`src/rtl/rf_pkg.sv`:
```
// Shared widths and types for the RV32I integer register file.
// The top module and the scoreboard take their parameter defaults from here.
package rf_pkg;

  localparam int XLEN       = 32;
  localparam int REG_NUMBER = 32;
  localparam int AW         = $clog2(REG_NUMBER);

  typedef logic [AW-1:0]   reg_addr_t;
  typedef logic [XLEN-1:0] word_t;

  localparam reg_addr_t ZERO_REG = '0;

endpackage

```
`src/rtl/reg_file_sb_if.sv`:
```
// Decode/writeback bus of the register file.
// master = pipeline side, slave = register file.
interface reg_file_sb_if #(
  parameter int XLEN       = rf_pkg::XLEN,
  parameter int REG_NUMBER = rf_pkg::REG_NUMBER,
  parameter int READ_PORTS = 2
);
  localparam int AW = $clog2(REG_NUMBER);

  logic [READ_PORTS*AW-1:0]   raddr;
  logic [READ_PORTS*XLEN-1:0] rdata;
  logic [READ_PORTS-1:0]      rbusy;
  logic                       alloc_valid;
  logic [AW-1:0]              alloc_addr;
  logic                       alloc_ready;
  logic                       write;
  logic [AW-1:0]              waddr;
  logic [XLEN-1:0]            wdata;
  logic [AW:0]                pending_cnt;

  modport master (
    output raddr, alloc_valid, alloc_addr, write, waddr, wdata,
    input  rdata, rbusy, alloc_ready, pending_cnt
  );

  modport slave (
    input  raddr, alloc_valid, alloc_addr, write, waddr, wdata,
    output rdata, rbusy, alloc_ready, pending_cnt
  );

endinterface

```
`src/rtl/rf_scoreboard.sv`:
```
// Per-register busy scoreboard: alloc handshake, busy clear on writeback,
// and a count of registers awaiting a write.
module rf_scoreboard #(
  parameter int REG_NUMBER = rf_pkg::REG_NUMBER,
  localparam int AW        = $clog2(REG_NUMBER)
) (
  input  logic                  clk,
  input  logic                  reset,
  input  logic                  alloc_valid,
  input  logic [AW-1:0]         alloc_addr,
  input  logic                  write,
  input  logic [AW-1:0]         waddr,
  output logic [REG_NUMBER-1:0] busy,
  output logic                  alloc_ready,
  output logic [AW:0]           pending_cnt
);
  import rf_pkg::*;

  localparam logic [AW-1:0] X0 = AW'(ZERO_REG);

  logic                  alloc_acc;
  logic                  busy_clr;
  logic                  inc;
  logic                  dec;
  logic [REG_NUMBER-1:0] busy_nxt;

  // A writeback in flight to alloc_addr frees it this cycle, so the alloc may proceed.
  assign alloc_ready = (alloc_addr == X0) | ~busy[alloc_addr]
                     | (write && (waddr == alloc_addr));
  assign alloc_acc   = alloc_valid & alloc_ready & (alloc_addr != X0);
  assign busy_clr    = write && (waddr != X0) && busy[waddr];
  assign inc         = alloc_acc & ~busy[alloc_addr];
  assign dec         = busy_clr & ~(alloc_acc && (alloc_addr == waddr));

  always_comb begin
    busy_nxt = busy;
    if (busy_clr)  busy_nxt[waddr]      = 1'b0;
    if (alloc_acc) busy_nxt[alloc_addr] = 1'b1;
  end

  always_ff @(posedge clk) begin
    if (reset) begin
      busy        <= '0;
      pending_cnt <= '0;
    end else begin
      busy <= busy_nxt;
      case ({inc, dec})
        2'b10:   pending_cnt <= pending_cnt + 1'b1;
        2'b01:   pending_cnt <= pending_cnt - 1'b1;
        default: pending_cnt <= pending_cnt;
      endcase
    end
  end

endmodule

```
`src/rtl/reg_file_sb.sv`:
```
// Multi-read-port integer register file with write-to-read bypass,
// x0 hardwired to zero, and a busy scoreboard for decode stalls.
module reg_file_sb #(
  parameter int XLEN       = rf_pkg::XLEN,
  parameter int REG_NUMBER = rf_pkg::REG_NUMBER,
  parameter int READ_PORTS = 2
) (
  input  logic          clk,
  input  logic          reset,
  reg_file_sb_if.slave  bus
);
  import rf_pkg::*;

  localparam int            AW = $clog2(REG_NUMBER);
  localparam logic [AW-1:0] X0 = AW'(ZERO_REG);

  logic [XLEN-1:0]       regs [REG_NUMBER];
  logic [REG_NUMBER-1:0] busy;
  logic                  wr_en;
  logic [AW-1:0]         ra;

  assign wr_en = bus.write && (bus.waddr != X0);

  always_ff @(posedge clk) begin
    if (reset) begin
      for (int i = 0; i < REG_NUMBER; i++) regs[i] <= '0;
    end else if (wr_en) begin
      regs[bus.waddr] <= bus.wdata;
    end
  end

  // x0 reads as zero; a same-cycle writeback is forwarded and hides the busy bit.
  always_comb begin
    bus.rdata = '0;
    bus.rbusy = '0;
    ra        = '0;
    for (int p = 0; p < READ_PORTS; p++) begin
      ra = bus.raddr[p*AW +: AW];
      if (ra == X0)
        bus.rdata[p*XLEN +: XLEN] = '0;
      else if (bus.write && (bus.waddr == ra))
        bus.rdata[p*XLEN +: XLEN] = bus.wdata;
      else
        bus.rdata[p*XLEN +: XLEN] = regs[ra];
      bus.rbusy[p] = busy[ra] & ~(bus.write && (bus.waddr == ra));
    end
  end

  rf_scoreboard #(.REG_NUMBER(REG_NUMBER)) u_sb (
    .clk         (clk),
    .reset       (reset),
    .alloc_valid (bus.alloc_valid),
    .alloc_addr  (bus.alloc_addr),
    .write       (bus.write),
    .waddr       (bus.waddr),
    .busy        (busy),
    .alloc_ready (bus.alloc_ready),
    .pending_cnt (bus.pending_cnt)
  );

endmodule

```
`src/flat_wrapper.sv`:
```
// flat-port wrapper written by rule: the top's interface ports become plain ports
module reg_file_sb_flat import rf_pkg::*;
#(
  parameter int XLEN       = rf_pkg::XLEN,
  parameter int REG_NUMBER = rf_pkg::REG_NUMBER,
  parameter int READ_PORTS = 2
)
  (clk, reset, bus_raddr, bus_alloc_valid, bus_alloc_addr, bus_write, bus_waddr, bus_wdata, bus_rdata, bus_rbusy, bus_alloc_ready, bus_pending_cnt);
  reg_file_sb_if #(.XLEN(XLEN), .REG_NUMBER(REG_NUMBER), .READ_PORTS(READ_PORTS)) bus_i ();
  input  logic clk;
  input  logic reset;
  input wire logic [$bits(bus_i.raddr)-1:0] bus_raddr;
  input wire logic [$bits(bus_i.alloc_valid)-1:0] bus_alloc_valid;
  input wire logic [$bits(bus_i.alloc_addr)-1:0] bus_alloc_addr;
  input wire logic [$bits(bus_i.write)-1:0] bus_write;
  input wire logic [$bits(bus_i.waddr)-1:0] bus_waddr;
  input wire logic [$bits(bus_i.wdata)-1:0] bus_wdata;
  output wire logic [$bits(bus_i.rdata)-1:0] bus_rdata;
  output wire logic [$bits(bus_i.rbusy)-1:0] bus_rbusy;
  output wire logic [$bits(bus_i.alloc_ready)-1:0] bus_alloc_ready;
  output wire logic [$bits(bus_i.pending_cnt)-1:0] bus_pending_cnt;
  assign bus_i.raddr = bus_raddr;
  assign bus_i.alloc_valid = bus_alloc_valid;
  assign bus_i.alloc_addr = bus_alloc_addr;
  assign bus_i.write = bus_write;
  assign bus_i.waddr = bus_waddr;
  assign bus_i.wdata = bus_wdata;
  assign bus_rdata = bus_i.rdata;
  assign bus_rbusy = bus_i.rbusy;
  assign bus_alloc_ready = bus_i.alloc_ready;
  assign bus_pending_cnt = bus_i.pending_cnt;
  reg_file_sb #(.XLEN(XLEN), .REG_NUMBER(REG_NUMBER), .READ_PORTS(READ_PORTS)) u_core (.clk(clk), .reset(reset), .bus(bus_i));
endmodule
```
`config.mk`:
```
export PLATFORM = sky130hd
export DESIGN_NAME = reg_file_sb_flat
export DESIGN_NICKNAME = d
export VERILOG_FILES = /design/src/rtl/rf_pkg.sv /design/src/rtl/reg_file_sb_if.sv /design/src/rtl/rf_scoreboard.sv /design/src/rtl/reg_file_sb.sv /design/src/flat_wrapper.sv
export SDC_FILE = /design/constraint.sdc
export NUM_CORES = 2
export LEC_CHECK = 0
export BUFFER_PORTS_ARGS = -buffer_cell sky130_fd_sc_hd__clkbuf_2
export CORE_UTILIZATION = 25
export DETAILED_ROUTE_END_ITERATION = 6
export GPL_TIMING_DRIVEN = 0
export HOLD_SLACK_MARGIN = 0.05
export SETUP_SLACK_MARGIN = 0.2
export SLEW_MARGIN = 30
export SYNTH_ARGS = -nofsm -noshare
export SYNTH_HDL_FRONTEND = slang
export SYNTH_SLANG_ARGS = --single-unit
export TNS_END_PERCENT = 100
```
`constraint.sdc`:
```
create_clock -name clk -period 8 [get_ports clk]
set_input_delay 2 -clock clk [delete_from_list [all_inputs] [get_ports clk]]
set_output_delay 2 -clock clk [all_outputs]
set_load 0.01 [all_outputs]
```
# After elaboration in Yosys (flattened, before gate mapping)
# Memory sizes are Yosys's and may differ from the RTL's.
# Cells that the tools add are included.
[word_totals]
regBits = 38
ram_bits = 1024
input_bits = 56
out_inout_bits = 73
elab_cells = 74
n_memories = 1
[op_classes]
add_sub_neg = 2
n_lt_le_gt_ge = 6
eq_ne = 6
n_mux = 27
bitwise = 15
reduce_logical = 15
[mem_list]
columns = ["memory", "depth", "word_bits", "read_ports", "rd_clocked_by_memory_dff", "wr", "line", "text"]
rows = [
  ["u_core.regs", 32, 32, 2, 0, 32, "reg_file_sb.sv:17", "logic [XLEN-1:0] regs [REG_NUMBER];"],
]
[ops]
columns = ["op", "n"]
rows = [
  ["two-way mux 32 bit", 7],
  ["AND 32 bit", 1],
  ["NOT 32 bit", 1],
  ["bitwise OR 32 bit", 1],
  ["OR reduction 32 bit", 1],
  ["less-than comparator 5 x 6 -> 1 bit, second input constant", 4],
  ["binary-select mux 1 bit (select 5 bit)", 4],
  ["== test 5 bit", 4],
  ["zero test 5 bit", 3],
  ["two-way mux 1 bit", 12],
  ["one-hot mux 6 bit (2 select lines)", 1],
  ["demux 1 bit (select 5 bit)", 2],
  [">= comparator 5 x 1 -> 1 bit, second input constant", 2],
  ["nonzero test 5 bit", 2],
  ["logical AND 1 bit", 8],
  ["adder 6 x 1 -> 6 bit, second input constant", 1],
  ["AND 1 bit", 6],
  ["subtractor 6 x 1 -> 6 bit, second input constant", 1],
  ["two-way mux 5 bit", 1],
  ["NOT 1 bit", 4],
  ["== test 2 x 1 -> 1 bit, second input constant", 1],
  ["== test 2 bit, second input constant", 1],
  ["bitwise OR 1 bit", 2],
  ["nonzero test 2 bit", 1],
]

# Logic depth before layout (Yosys ltp)
[depth]
word_depth = 12
mapped_depth = 17
ltp_nobuf = 15

# Modules after synthesis
# A second synthesis with hierarchy kept.
[unflattened]
cells_unflattened = 4177
hier_area_um2 = 58248.4
[by_module_without_submodules]
columns = ["module", "n_inst", "cells_per_inst", "area_per_inst_um2"]
rows = [
  ["reg_file_sb", 1, 3838, 55436.9],
  ["rf_scoreboard", 1, 339, 2811.4],
]

# Least setup slack after synthesis
# OpenSTA, ideal clock, no wires.
[synth_path]
path_kind = "in2out"
from = "input bus_raddr[0]"
to = "output bus_rdata[10]"
arrival_ns = 3.754
slack_ns = 2.246
cell_stages = 7
path_cell_list = "buf_2 -> buf_4 -> buf_2 -> mux4_2 -> a22oi_1 -> nand2_1 -> a221o_1"
[synth_between]
elab_chain_cells = 4
[synth_rtl]
columns = ["item", "line", "text"]
rows = [
  ["from (decl)", "flat_wrapper.sv:12", "input wire logic [$bits(bus_i.raddr)-1:0] bus_raddr;"],
  ["parallel branches: the longest is 3 deep, another holds memory read (32 x 32 bit)", "--", ""],
  ["two-way mux 32 bit *", "reg_file_sb.sv:39", "if (ra == X0)"],
  ["to (decl)", "flat_wrapper.sv:18", "output wire logic [$bits(bus_i.rdata)-1:0] bus_rdata;"],
]
# Mark *: on every way between the ends.

# Final worst setup path
[layout_path]
from = "input bus_raddr[2]"
to = "output bus_rdata[30]"
# The elaborated chain is that of the path after synthesis.

==> impl_metrics.yaml <==
critical_path:
  critPathMaxFanout: 10
  critPathLaunch: "bus_raddr[2]"
  r2r_slack_ns: 4.65
  end_kind: "primary output"
  path_buf_inv: 4
  ff2ff_path_depth: 13
  reg2reg_from: "u_core.u_sb.busy[22]"
  crit_type: "input port to primary output"
  endpoint: "bus_rdata[30]"
  crit_family: "buffers and inverters"
  crit_path_max_incr_delay_ns: 0.84
  cp.depth: 9
  critPathLaunchType: "input port"
  cpMostUsedCell: "buf_2"
  reg2reg_to: "u_core.u_sb.pending_cnt[5]"
  cp.required_ns: 6.00
  path_cells: "clkbuf_1 > buf_2 > buf_2 > nor2b_1 > a22oi_1 > nand2_1 > o22ai_1 > nor3_2 > clkbuf_2"
  crit_slowest_cell: "nor2b_1"
  arrival_ns: 5.85
place:
  portBuffers: 117
  dp_hpwl_um: 164000
  placed_cells: 7050
  placed_cell_area_um2: 61800
  preCtsSetupSlack_ns: -0.190
  gp_congestion: 0.980
job:
  maxCapViolCount: 0
synthesis:
  synth_ff_type: "edfxtp_1"
  yosysMostFrequentCell: "edfxtp_1"
  synth_seq_cells: 1062
  synth_top_area_share_pct: 53.8
  synthArstFlopShare_pct: 0
  yosysSeqAreaShare_pct: 55.2
  synth_enable_flop_cells: 1024
  synth_area_leader_cell: "edfxtp_1"
  ys_top_cells_by_area: "edfxtp_1 54%, mux4_2 21%, and2_1 11%"
  yosysWarnings: 0
  syn_inst: 3887
  synth_common_cells: "1024 x edfxtp_1, 998 x and2_1, 538 x mux4_2"
  syn_area_um2: 57100
  yosysUniqueCellTypes: 54
  syn_avg_cell_area_um2: 14.7
clock_tree:
  post_cts_buffers: 0
  cts.path.max_buffers: 3
  htree_levels: 3
  cts_root_buf: "clkbuf_16"
  cts.sinks: 1062
  cts-buffers-inserted: 110
  clk_latency_ns: 0.73
  clk_pin_slew_worst_paths_ns: 0.06
  cts_tree: "yes"
  cts_hold_buffers: 0
drt:
  drt_wl_total_um: 222000
  vias_per_cell: 5.41
  wl_per_cell_um: 30.7
  antenna_left: 0
  via_count: 39300
  drc_errors: 0
  initialDrtViolationCount: 6330
  drtPass1Iterations: 7
die:
  initial_core_util_pct: 25.1
  die-width_um: 480
  fp.coreArea_um2: 227000
  dieArea_um2: 230000
  die_h_um: 480
  ios: 129
  rows: 175
final_layout:
  area_growth_pct: 14.4
  postLayoutCoreUtil_pct: 28.7
  final_nets: 4215
  final_cells: 7253
  fin_area_um2: 65300
  drive_above_1_share_pct: 23.7
run_status:
  status: "completed"
timing:
  period_share_pct: 98.2
  rsz0062_at_grt: "false"
  worstMarginPinSlew_ns: 1.29
  drv_slew: 0
  slew_headroom_pct: 14.2
  worst_slack_ns: 0.146
  setup_viol: 0
  period_minus_slack_ns: 7.85
  fin_skew_ns: 0.0214
  fmax_mhz: 127
  hold_violations: 0
power:
  cellLeakagePower_uw: 0.0217
  powerDensity_nw_per_um2: 207
  max-vdd-ir-drop_v: 0.000181
  combPwrFrac_pct: 13.8
  seqPwrFrac_pct: 48.4
  p_sw_share_pct: 27.2
  p_int_uw: 9830
  clock_power_share_pct: 37.8
  power_uw: 13500
  p_switching_uw: 3670
global_routing:
  overflow: 0
  grt_pass1_wl_um: 302000
  grt_start_max_net_pins: 33
  antenna_found_initial: 11
  grt_use_total_pct: 18.9
  grt_pass1_vias: 38700
hold_path:
  hold_path_depth: 1
  min_path_type: "register to register"
-- final cells by class --
type                    count  area [µm²]
plain buffers             414        1760
well taps                3009        3760
inverters                  10        37.5
flip-flops and latches   1062       31500
repair buffers            123         676
clock inverters            62         543
fillers                 23000      162000
clock buffers             135        2870
diodes                      6        15.0
multi-input cells        2432       24100
-- cell usage in the layout (no fill, tap or decap), types with 91 or more instances in the layout --
cell type	count
a22oi_1	230
buf_2	95
clkbuf_1	295
mux4_2	538
clkbuf_16	110
nand2_1	106
clkbuf_2	140
edfxtp_1	1024
nor2_1	91
and2_1	998
-- flip-flops by register name (all words and copies together), names as in the netlist --
signal / flops
u_core.u_sb.busy: 32
u_core.u_sb.pending_cnt: 6
u_core.regs: 1024
-- per-layer routing --
metal / GRT usage (%) / up-vias / share of wire, %
met2: 28.2 / 2845 / 44
met5: 0 / - / 0.012
li1: - / 15500 / -
met4: 11.3 / 4 / 7.1
met1: 23.8 / 20300 / 37
met3: 6.03 / 559 / 12
-- worst min path at each step --
stage | to | from
after detailed placement | u_core.u_sb.pending_cnt[5] | u_core.u_sb.pending_cnt[5]
after global placement | u_core.u_sb.pending_cnt[5] | u_core.u_sb.pending_cnt[5]
after global routing | u_core.u_sb.busy[0] | u_core.u_sb.busy[0]
after floorplan | u_core.u_sb.busy[0] | u_core.u_sb.busy[0]
after CTS | u_core.u_sb.pending_cnt[2] | u_core.u_sb.pending_cnt[2]
final | u_core.u_sb.busy[0] | u_core.u_sb.busy[0]
-- per-stage QoR --
| stage | setup TNS, ns | hold WS, ns |
|---|---|---|
| global route | 0 | 0.571 |
| global placement | -4.49 | 0.509 |
| finish | 0 | 0.538 |
| floorplan | 0 | 0.475 |
| CTS | 0 | 0.543 |
| detailed placement | -1.27 | 0.523 |
-- what timing repair did --
action	4_1_cts	5_1_grt
gates resized for setup	10	2
setup endpoints to repair	13	10
gates cloned	0	0
-- power by group through the flow --
stage / Clock (µW) / Sequential [µW] / Combinational [µW]
2_1_floorplan: 0 / 6590 / 1040
3_3_place_gp: 0 / 6630 / 1800
3_5_place_dp: 0 / 6650 / 1820
4_1_cts: 5080 / 6530 / 1830
5_1_grt: 5290 / 6570 / 1900
6_report: 5100 / 6540 / 1870
-- kinds of logic (layout without fill, tap and decap cells) --
logic type               count (synthesis)  after routing  share of synthesized area, %
AND/OR/NAND/NOR                       1364           1364                          14.0
flip-flops                            1062           1062                          55.2
multiplexers                           572            572                          21.8
AO/OA/AOI/OAI                          438            438                          5.44
buffers and inverters                  424            744                          3.09
XOR/XNOR                                20             20                         0.307
adder cells (fa/ha/maj)                  6              6                         0.145
other                                    1             38                       0.00657
No activity file was read; power rests on OpenSTA's default activity.
